File: config.mk
export PLATFORM = sky130hd
export DESIGN_NAME = div
export DESIGN_NICKNAME = d
export VERILOG_FILES = /design/src/rtl/div.sv
export SDC_FILE = /design/constraint.sdc
export NUM_CORES = 1
export LEC_CHECK = 0
export BUFFER_PORTS_ARGS = -buffer_cell sky130_fd_sc_hd__buf_2
export CORE_UTILIZATION = 50
export CTS_CLUSTER_SIZE = 24
export DETAILED_ROUTE_END_ITERATION = 8
export PLACE_DENSITY = 0.7
export SYNTH_ARGS = -nofsm -noshare
export SYNTH_HDL_FRONTEND = slang
export SYNTH_SLANG_ARGS = --single-unit
File: constraint.sdc
create_clock -name clk -period 4.6 [get_ports clk]
set_input_delay 0.92 -clock clk [delete_from_list [all_inputs] [get_ports clk]]
set_output_delay 0.92 -clock clk [all_outputs]
set_load 0.02 [all_outputs]
File: src/rtl/div.sv
// Multi-cycle restoring divider for DIV/DIVU: one quotient bit per cycle,
// signed/unsigned operands, divide-by-zero shortcut and annulment.
module div #(
    parameter int DATA_W = 32
) (
    input  logic                  clk,
    input  logic                  Rst_n,
    input  logic                  signed_div_i,
    input  logic [DATA_W-1:0]     opdata1_i,
    input  logic [DATA_W-1:0]     opdata2_i,
    input  logic                  start_i,
    input  logic                  annul_i,
    output logic [2*DATA_W-1:0]   result_o,
    output logic                  ready_o
);

    localparam int CNT_W = $clog2(DATA_W + 1);

    typedef enum logic [1:0] {FREE, BYZERO, ON, END} state_t;

    state_t                 state_reg, state_next;
    logic [CNT_W-1:0]       cnt_reg, cnt_next;
    logic [2*DATA_W:0]      dividend_reg, dividend_next;
    logic [DATA_W-1:0]      divisor_reg, divisor_next;
    logic                   qneg_reg, qneg_next;
    logic                   rneg_reg, rneg_next;
    logic [2*DATA_W-1:0]    result_reg, result_next;
    logic                   ready_reg, ready_next;

    logic [DATA_W-1:0]      op1_abs, op2_abs;
    logic [DATA_W:0]        diff;
    logic [DATA_W-1:0]      quot_fix, rem_fix;

    // Magnitudes are taken only for signed requests; 0x80000000 stays as-is
    // and is treated as an unsigned 2^31 by the iteration.
    assign op1_abs = (signed_div_i && opdata1_i[DATA_W-1]) ? (~opdata1_i + DATA_W'(1)) : opdata1_i;
    assign op2_abs = (signed_div_i && opdata2_i[DATA_W-1]) ? (~opdata2_i + DATA_W'(1)) : opdata2_i;

    assign diff = {1'b0, dividend_reg[2*DATA_W-1:DATA_W]} - {1'b0, divisor_reg};

    assign quot_fix = qneg_reg ? (~dividend_reg[DATA_W-1:0] + DATA_W'(1))
                               : dividend_reg[DATA_W-1:0];
    assign rem_fix  = rneg_reg ? (~dividend_reg[2*DATA_W:DATA_W+1] + DATA_W'(1))
                               : dividend_reg[2*DATA_W:DATA_W+1];

    always_comb begin
        state_next    = state_reg;
        cnt_next      = cnt_reg;
        dividend_next = dividend_reg;
        divisor_next  = divisor_reg;
        qneg_next     = qneg_reg;
        rneg_next     = rneg_reg;
        result_next   = result_reg;
        ready_next    = ready_reg;

        case (state_reg)
            FREE: begin
                result_next = '0;
                ready_next  = 1'b0;
                if (start_i && !annul_i) begin
                    if (opdata2_i == '0) begin
                        state_next = BYZERO;
                    end else begin
                        state_next    = ON;
                        cnt_next      = '0;
                        dividend_next = {{DATA_W{1'b0}}, op1_abs, 1'b0};
                        divisor_next  = op2_abs;
                        qneg_next     = signed_div_i & (opdata1_i[DATA_W-1] ^ opdata2_i[DATA_W-1]);
                        rneg_next     = signed_div_i & opdata1_i[DATA_W-1];
                    end
                end
            end

            BYZERO: begin
                result_next = '0;
                if (annul_i) begin
                    state_next = FREE;
                    ready_next = 1'b0;
                end else begin
                    state_next = END;
                    ready_next = 1'b1;
                end
            end

            ON: begin
                if (annul_i) begin
                    state_next  = FREE;
                    cnt_next    = '0;
                    result_next = '0;
                    ready_next  = 1'b0;
                end else if (cnt_reg != CNT_W'(DATA_W)) begin
                    // Restore by simply not committing a negative trial subtraction.
                    if (diff[DATA_W])
                        dividend_next = {dividend_reg[2*DATA_W-1:0], 1'b0};
                    else
                        dividend_next = {diff[DATA_W-1:0], dividend_reg[DATA_W-1:0], 1'b1};
                    cnt_next = cnt_reg + CNT_W'(1);
                end else begin
                    result_next = {rem_fix, quot_fix};
                    ready_next  = 1'b1;
                    state_next  = END;
                    cnt_next    = '0;
                end
            end

            END: begin
                if (annul_i || !start_i) begin
                    state_next  = FREE;
                    result_next = '0;
                    ready_next  = 1'b0;
                end
            end

            default: begin
                state_next = FREE;
            end
        endcase
    end

    always_ff @(posedge clk) begin
        if (Rst_n) begin
            state_reg    <= FREE;
            cnt_reg      <= '0;
            dividend_reg <= '0;
            divisor_reg  <= '0;
            qneg_reg     <= 1'b0;
            rneg_reg     <= 1'b0;
            result_reg   <= '0;
            ready_reg    <= 1'b0;
        end else begin
            state_reg    <= state_next;
            cnt_reg      <= cnt_next;
            dividend_reg <= dividend_next;
            divisor_reg  <= divisor_next;
            qneg_reg     <= qneg_next;
            rneg_reg     <= rneg_next;
            result_reg   <= result_next;
            ready_reg    <= ready_next;
        end
    end

    assign result_o = result_reg;
    assign ready_o  = ready_reg;

endmodule

==> results of run 1 <==
[kinds of logic after synthesis]
group                    Yosys count  synth area share [%]
AO/OA/AOI/OAI                    409                  25.4
XOR/XNOR                         144                  11.4
adder cells (fa/ha/maj)           43                  4.92
buffers and inverters            139                  5.07
flip-flops                       172                  31.1
multiplexers                       4                 0.361
AND/OR/NAND/NOR                  503                  21.8
[critical path, cell delays in order]
cell,delay [ns]
buf_2,0.12
inv_1,0.05
ha_1,0.15
or3b_2,0.53
nor4_4,0.23
nand3_1,0.16
o311a_2,0.43
a21oi_4,0.24
nor2b_2,0.23
nor2_8,0.36
and2_1,0.19
a221o_1,0.11
[where the power goes]
part / leakage [nW] / switching, mW / internal (mW) / total, mW
Sequential: 1.39 / 0.167 / 1.63 / 1.80
Combinational: 3.48 / 1.20 / 0.718 / 1.91
Clock: 0.291 / 0.675 / 0.824 / 1.50
[worst max path at each step]
stage	start	endpoint	slack [ns]	cells after the start
floorplan	opdata2_i[0]	dividend_reg[48]	1.21	12
global placement	opdata2_i[0]	dividend_reg[52]	0.91	12
detailed placement	opdata2_i[0]	dividend_reg[41]	0.82	12
CTS	opdata2_i[0]	dividend_reg[44]	1.25	12
global route	dividend_reg[33]	dividend_reg[52]	1.01	12
finish	opdata2_i[0]	dividend_reg[44]	1.24	12
[layer usage]
metal	up-vias	GRT usage, %
met5	-	0
met4	0	7.00
met3	37	4.28
met2	290	40.7
met1	4783	36.1
li1	5227	-
[area by class of cell]
| class | count | share of cell area, % |
|---|---|---|
| multi-input combinational | 1103 | 56.8 |
| sequential | 172 | 27.6 |
| timing repair buffer | 145 | 6.07 |
| clock buffer | 18 | 3.44 |
| tap | 280 | 2.81 |
| inverter | 61 | 1.83 |
| clock inverter | 14 | 1.43 |
[cell usage after synthesis (all sizes together), types with 16 or more instances]
cell,instances
nor3,37
or3,18
dfxtp,172
ha,42
inv,61
and2,33
a22oi,31
nand3,18
a221o,30
o31ai,30
xnor2,94
a211oi,35
a21oi,105
xor2,50
a22o,23
nand2,179
clkbuf,65
o21ai,70
nor2,138
a21o,16
==> results.json, run 1 <==
{
  "status": "finished clean",
  "hpwl_mm": 21.7,
  "wl_met1_mm": 14.2,
  "drive_above_1_share_pct": 14.3,
  "io_buffers": 133,
  "utilization_pct": 57.4,
  "r2r-start": "dividend_reg[33]",
  "report.final.setup_viol": 0,
  "synth_area_leaders": "dfxtp_1 31%, xnor2_1 7.4%, nand2_1 6.0%",
  "most-common-layout-cells": "177 x nand2_1, 172 x dfxtp_1, 134 x nor2_1, 132 x buf_2, 104 x a21oi_1",
  "whs_ns": 0.461,
  "antenna_cells": 0,
  "yosys_warnings": 0,
  "min_from": "result_o[32]",
  "viasPerCell": 5.77,
  "skew_ns": 0.0165,
  "std_cell_rows": 54,
  "tightest_slew_ns": 1.11,
  "timing.final.ws_setup_ns": 1.24,
  "largest_reg_flops": 65,
  "synth_top_area_cell": "dfxtp_1",
  "cts_buffers": 17,
  "grt_pass1_wl_mm": 46.8,
  "slew_viol_final": 0,
  "synth_fp_nets": 1526,
  "cts.htree.levels": 4,
  "antenna_found_initial": 0,
  "routed-wl-met2_mm": 13.0,
  "cts_setup_buffers": 0,
  "ys.flop_type": "dfxtp_1",
  "rsz0062_at_grt": "no",
  "p_leak_nw": 5.16,
  "die_h_um": 151,
  "cap_violations": 0,
  "dr.pass1.iters": 5,
  "pre_cts_ws_ns": 0.818,
  "min_period_ns": 3.36,
  "grt_usage_pct": 25.8,
  "wl_per_cell_um": 16.3,
  "fin_setup_tns_ns": 0,
  "die_x_um": 151,
  "grt_pass1_vias": 9419,
  "arrival_ns": 3.74,
  "drc": 0,
  "async_reset_ff_share_pct": 0,
  "hold_viol": 0,
  "drtIter0Drc": 961,
  "core_area_mm2": 0.0218,
  "clk-insertion-delay-late_ns": 0.44,
  "synth_edf_count": 0,
  "nets": 1612,
  "pin_count": 134,
  "post-route-period-util_pct": 73.1,
  "wl_mm": 29.1,
  "syn_inst": 1414,
  "total_power_mw": 5.21,
  "cp-end-kind": "flip-flop",
  "grt_max_degree": 69,
  "hold_path_class": "reg2reg",
  "synth_cell_type_count": 73,
  "gp_congestion": 0.922,
  "num-fill-cells": 2033,
  "route.met3.wl_mm": 1.48,
  "layout_commonest_cell": "nand2_1",
  "postSynthAreaPerCell_um2": 7.84,
  "cts.sinks": 172,
  "synth_top_area_share_pct": 31.1,
  "r2r-end": "dividend_reg[44]",
  "num_vias": 10300,
  "timing.fmax_ghz": 0.298,
  "cts-root-buf": "clkbuf_16",
  "area_delta_synth_final_pct": 12.7,
  "cp-start-kind": "primary input",
  "dp_cells": 1761,
  "detailed_place.area_mm2": 0.0119,
  "r2r_slack_ns": 1.26,
  "synth_area_mm2": 0.0111,
  "ff2ff_path_depth": 11,
  "min_to": "result_o[32]",
  "cts_tree": "yes",
  "cp.required_ns": 4.98,
  "holdBufCountCts": 0,
  "design_area_mm2": 0.0125,
  "grt_overflow": 0,
  "die-area_mm2": 0.0228,
  "seq_area_mm2": 0.00344,
  "ys_ff_latch": 172,
  "final_cell_count_no_fill": 1793,
  "start_util_pct": 51.0,
  "hold_depth": 2,
  "crit_fanout": 32,
  "top_layer": "met4",
  "power_density_mw_per_mm2": 417,
  "ir_worst_vdd_mv": 0.245,
  "synth.yosys.seq_area_share_pct": 31.1,
  "ctsResizeCount": 0,
  "antenna_left": 0,
  "multi_input_area_mm2": 0.00710,
  "criticalPathCategory": "in2reg",
  "clockBufferDepth": 2,
  "clk_pin_slew_ns": 0.07,
  "max-slew-margin-rel_pct": 25.7
}
(Power assumes the default switching activity.)
==> inputs of run 2 (changes only) <==
--- a/config.mk
+++ b/config.mk
@@ -5,11 +5,12 @@
 export SDC_FILE = /design/constraint.sdc
 export NUM_CORES = 1
 export LEC_CHECK = 0
+export ABC_AREA = 1
 export BUFFER_PORTS_ARGS = -buffer_cell sky130_fd_sc_hd__buf_2
 export CORE_UTILIZATION = 50
 export CTS_CLUSTER_SIZE = 24
 export DETAILED_ROUTE_END_ITERATION = 8
-export PLACE_DENSITY = 0.7
+export PLACE_DENSITY = 0.72
 export SYNTH_ARGS = -nofsm -noshare
 export SYNTH_HDL_FRONTEND = slang
 export SYNTH_SLANG_ARGS = --single-unit
==> constraint.sdc (replaced) <==
create_clock -name clk -period 2.8 [get_ports clk]
set_input_delay 0.56 -clock clk [delete_from_list [all_inputs] [get_ports clk]]
set_output_delay 0.56 -clock clk [all_outputs]
set_load 0.02 [all_outputs]
==> results.json, run 2 <==
{
  "grt_use_met3_pct": 3.19,
  "power_density_mw_per_mm2": 690,
  "grtUsageMet2_pct": 48.9,
  "ys_ff_latch": 172,
  "cp-end-kind": "flip-flop",
  "cts.sinks": 172,
  "cts_tree": "yes",
  "wl_mm": 39.9,
  "met1_usage_pct": 42.6,
  "cp-start-kind": "flip-flop",
  "min_from": "opdata2_i[27]",
  "p_leak_nw": 7.30,
  "criticalPathCategory": "reg2reg",
  "hpwl_mm": 31.2,
  "layout_commonest_cell": "nand2_1",
  "report.final.setup_viol": 0,
  "arrival_ns": 2.91,
  "cts-root-buf": "clkbuf_16",
  "die_x_um": 162,
  "viasPerCell": 5.30,
  "min_period_ns": 2.55,
  "num_vias": 13900,
  "utilization_pct": 57.3,
  "nets": 2387,
  "area_delta_synth_final_pct": 12.6,
  "drive_above_1_share_pct": 10.7,
  "grt_max_degree": 118,
  "skew_ns": 0.0159,
  "clockBufferDepth": 2,
  "synth_top_area_cell": "dfxtp_1",
  "synthTopCellsByCount": "644 x nand2_1, 301 x inv_1, 225 x a21oi_1, 191 x nor2_1, 190 x nand3_1",
  "synth.yosys.seq_area_share_pct": 26.9,
  "io_buffers": 133,
  "yosys_warnings": 0,
  "largest_reg_flops": 65,
  "synth_top_area_share_pct": 26.9,
  "timing.fmax_ghz": 0.392,
  "rsz0062_at_grt": "no",
  "die-area_mm2": 0.0263,
  "drc": 0,
  "wl_per_cell_um": 15.2,
  "core_area_mm2": 0.0252,
  "clk_pin_slew_ns": 0.07,
  "ys.flop_type": "dfxtp_1",
  "async_reset_ff_share_pct": 0,
  "cp.required_ns": 3.16,
  "grt_usage_pct": 30.6,
  "gp_congestion": 0.961,
  "hold_viol": 0,
  "cts_buffers": 17,
  "synth_fp_nets": 2271,
  "antenna_found_initial": 0,
  "num-fill-cells": 2582,
  "postSynthAreaPerCell_um2": 5.94,
  "cap_violations": 0,
  "path_cells": "inv_1 > ha_1 > fa_1 > inv_1 > nand2_1 > nand2_1 > nand3_1 > nand2_1 > nand2_2 > nand2_4 > nand2_4 > nand2_8 > nand3_2 > nand2_1 > nand2_1 > a21oi_1",
  "antenna_left": 0,
  "post-route-period-util_pct": 91.2,
  "synth_area_leaders": "dfxtp_1 27%, nand2_1 19%, inv_1 8.8%",
  "status": "finished clean",
  "most-common-layout-cells": "643 x nand2_1, 301 x inv_1, 225 x a21oi_1, 191 x nor2_1, 190 x nand3_1",
  "max-slew-margin-rel_pct": 36.6,
  "dr.pass1.iters": 6,
  "max_stage_delay_ns": 0.36,
  "slowest_stage": "fa_1",
  "drtIter0Drc": 1260,
  "dp_cells": 2584,
  "hold_path_class": "in2reg",
  "r2r-start": "dividend_reg[32]",
  "antenna_cells": 0,
  "grt_pass1_vias": 12500,
  "crit_fanout": 20,
  "synth_edf_count": 0,
  "grt_overflow": 0,
  "critPathMostFrequentCell": "nand2_1",
  "synth_area_mm2": 0.0128,
  "slew_viol_final": 0,
  "synth_cell_type_count": 48,
  "cts.htree.levels": 4,
  "ir_worst_vdd_mv": 0.731,
  "grt_busiest_layer": "met2",
  "std_cell_rows": 58,
  "r2r_slack_ns": 0.25,
  "tightest_slew_ns": 0.950,
  "final_cell_count_no_fill": 2618,
  "worstSetupStartpoint": "dividend_reg[32]",
  "start_util_pct": 50.9,
  "yosysMostFrequentCell": "nand2_1",
  "fin_setup_tns_ns": 0,
  "pin_count": 134,
  "grt_pass1_wl_mm": 63.9,
  "die_h_um": 162,
  "clk-insertion-delay-late_ns": 0.44,
  "syn_inst": 2159
}
[run 2: changes by cell type after synthesis, moves of 33 or more]
cell | before | now
inv_1 | 61 | 301
a211oi_1 | 34 | 1
nand2_1 | 178 | 644
o21ai_0 | 67 | 114
xnor2_1 | 94 | 26
nand3_1 | 17 | 190
nor2_1 | 136 | 191
a21oi_1 | 104 | 225
[run 2: through the flow]
step                      hold slack (ns)  power [mW]  instance area (um^2)  setup slack (ns)
after detailed placement            0.454        7.53                 13800             0.169
after global placement              0.449        7.47                 13800             0.267
after floorplan                     0.430        6.39                 12800             0.672
after CTS                           0.394        9.91                 14400             0.147
final                               0.405        9.95                 14400             0.247
after global routing                0.429        10.7                 14400            0.0458
[run 2: area by class of cell]
cell class	instances	area (um^2)	area share [%]
Multi-Input combinational cell	1605	7870	54.5
Clock buffer	18	429	2.97
Inverter	309	1160	8.05
Timing Repair Buffer	170	971	6.73
Sequential cell	172	3440	23.9
Tap cell	330	413	2.86
Clock inverter	14	150	1.04
[run 2: cell families after synthesis]
group | synth area share, %
buffers and inverters | 12.1
AOI/OAI and AO/OA | 15.3
DFF | 26.9
adders and majority gates | 4.25
xor gates and xnor gates | 5.05
and+or+nand+nor | 36.4
[run 2: layer usage]
metal	part of all wire [%]	vias up
met5	0	-
met4	3.1	0
met3	5.6	62
met2	45	478
met1	47	6226
li1	-	7119
[run 2: power by group]
group | internal, mW | leakage (nW) | switching (mW) | total, mW
sequential | 2.78 | 1.40 | 0.346 | 3.13
combinational | 1.37 | 5.63 | 3.07 | 4.44
clock | 1.27 | 0.276 | 1.11 | 2.38
[run 2: worst paths after layout]
check / endpoint / depth (start not counted)
max: dividend_reg[54] / 16
min: divisor_reg[27] / 3
max reg2reg: dividend_reg[54] / 16
min reg2reg: result_o[49] / 2
[run 2: repair_timing]
item                                    CTS  global route
setup buffers                             0             0
hold buffers                              0             0
endpoints found under the setup margin    0            16
gates resized for setup                   0             1
[run 2: worst max-delay path: cells and delay by family, from the launching register on]
kind	cells	cell delay (ns)
DFF	1	0.33
buffers and inverters	2	0.20
and+or+nand+nor	11	1.24
AOI/OAI and AO/OA	1	0.11
adders and majority gates	2	0.58
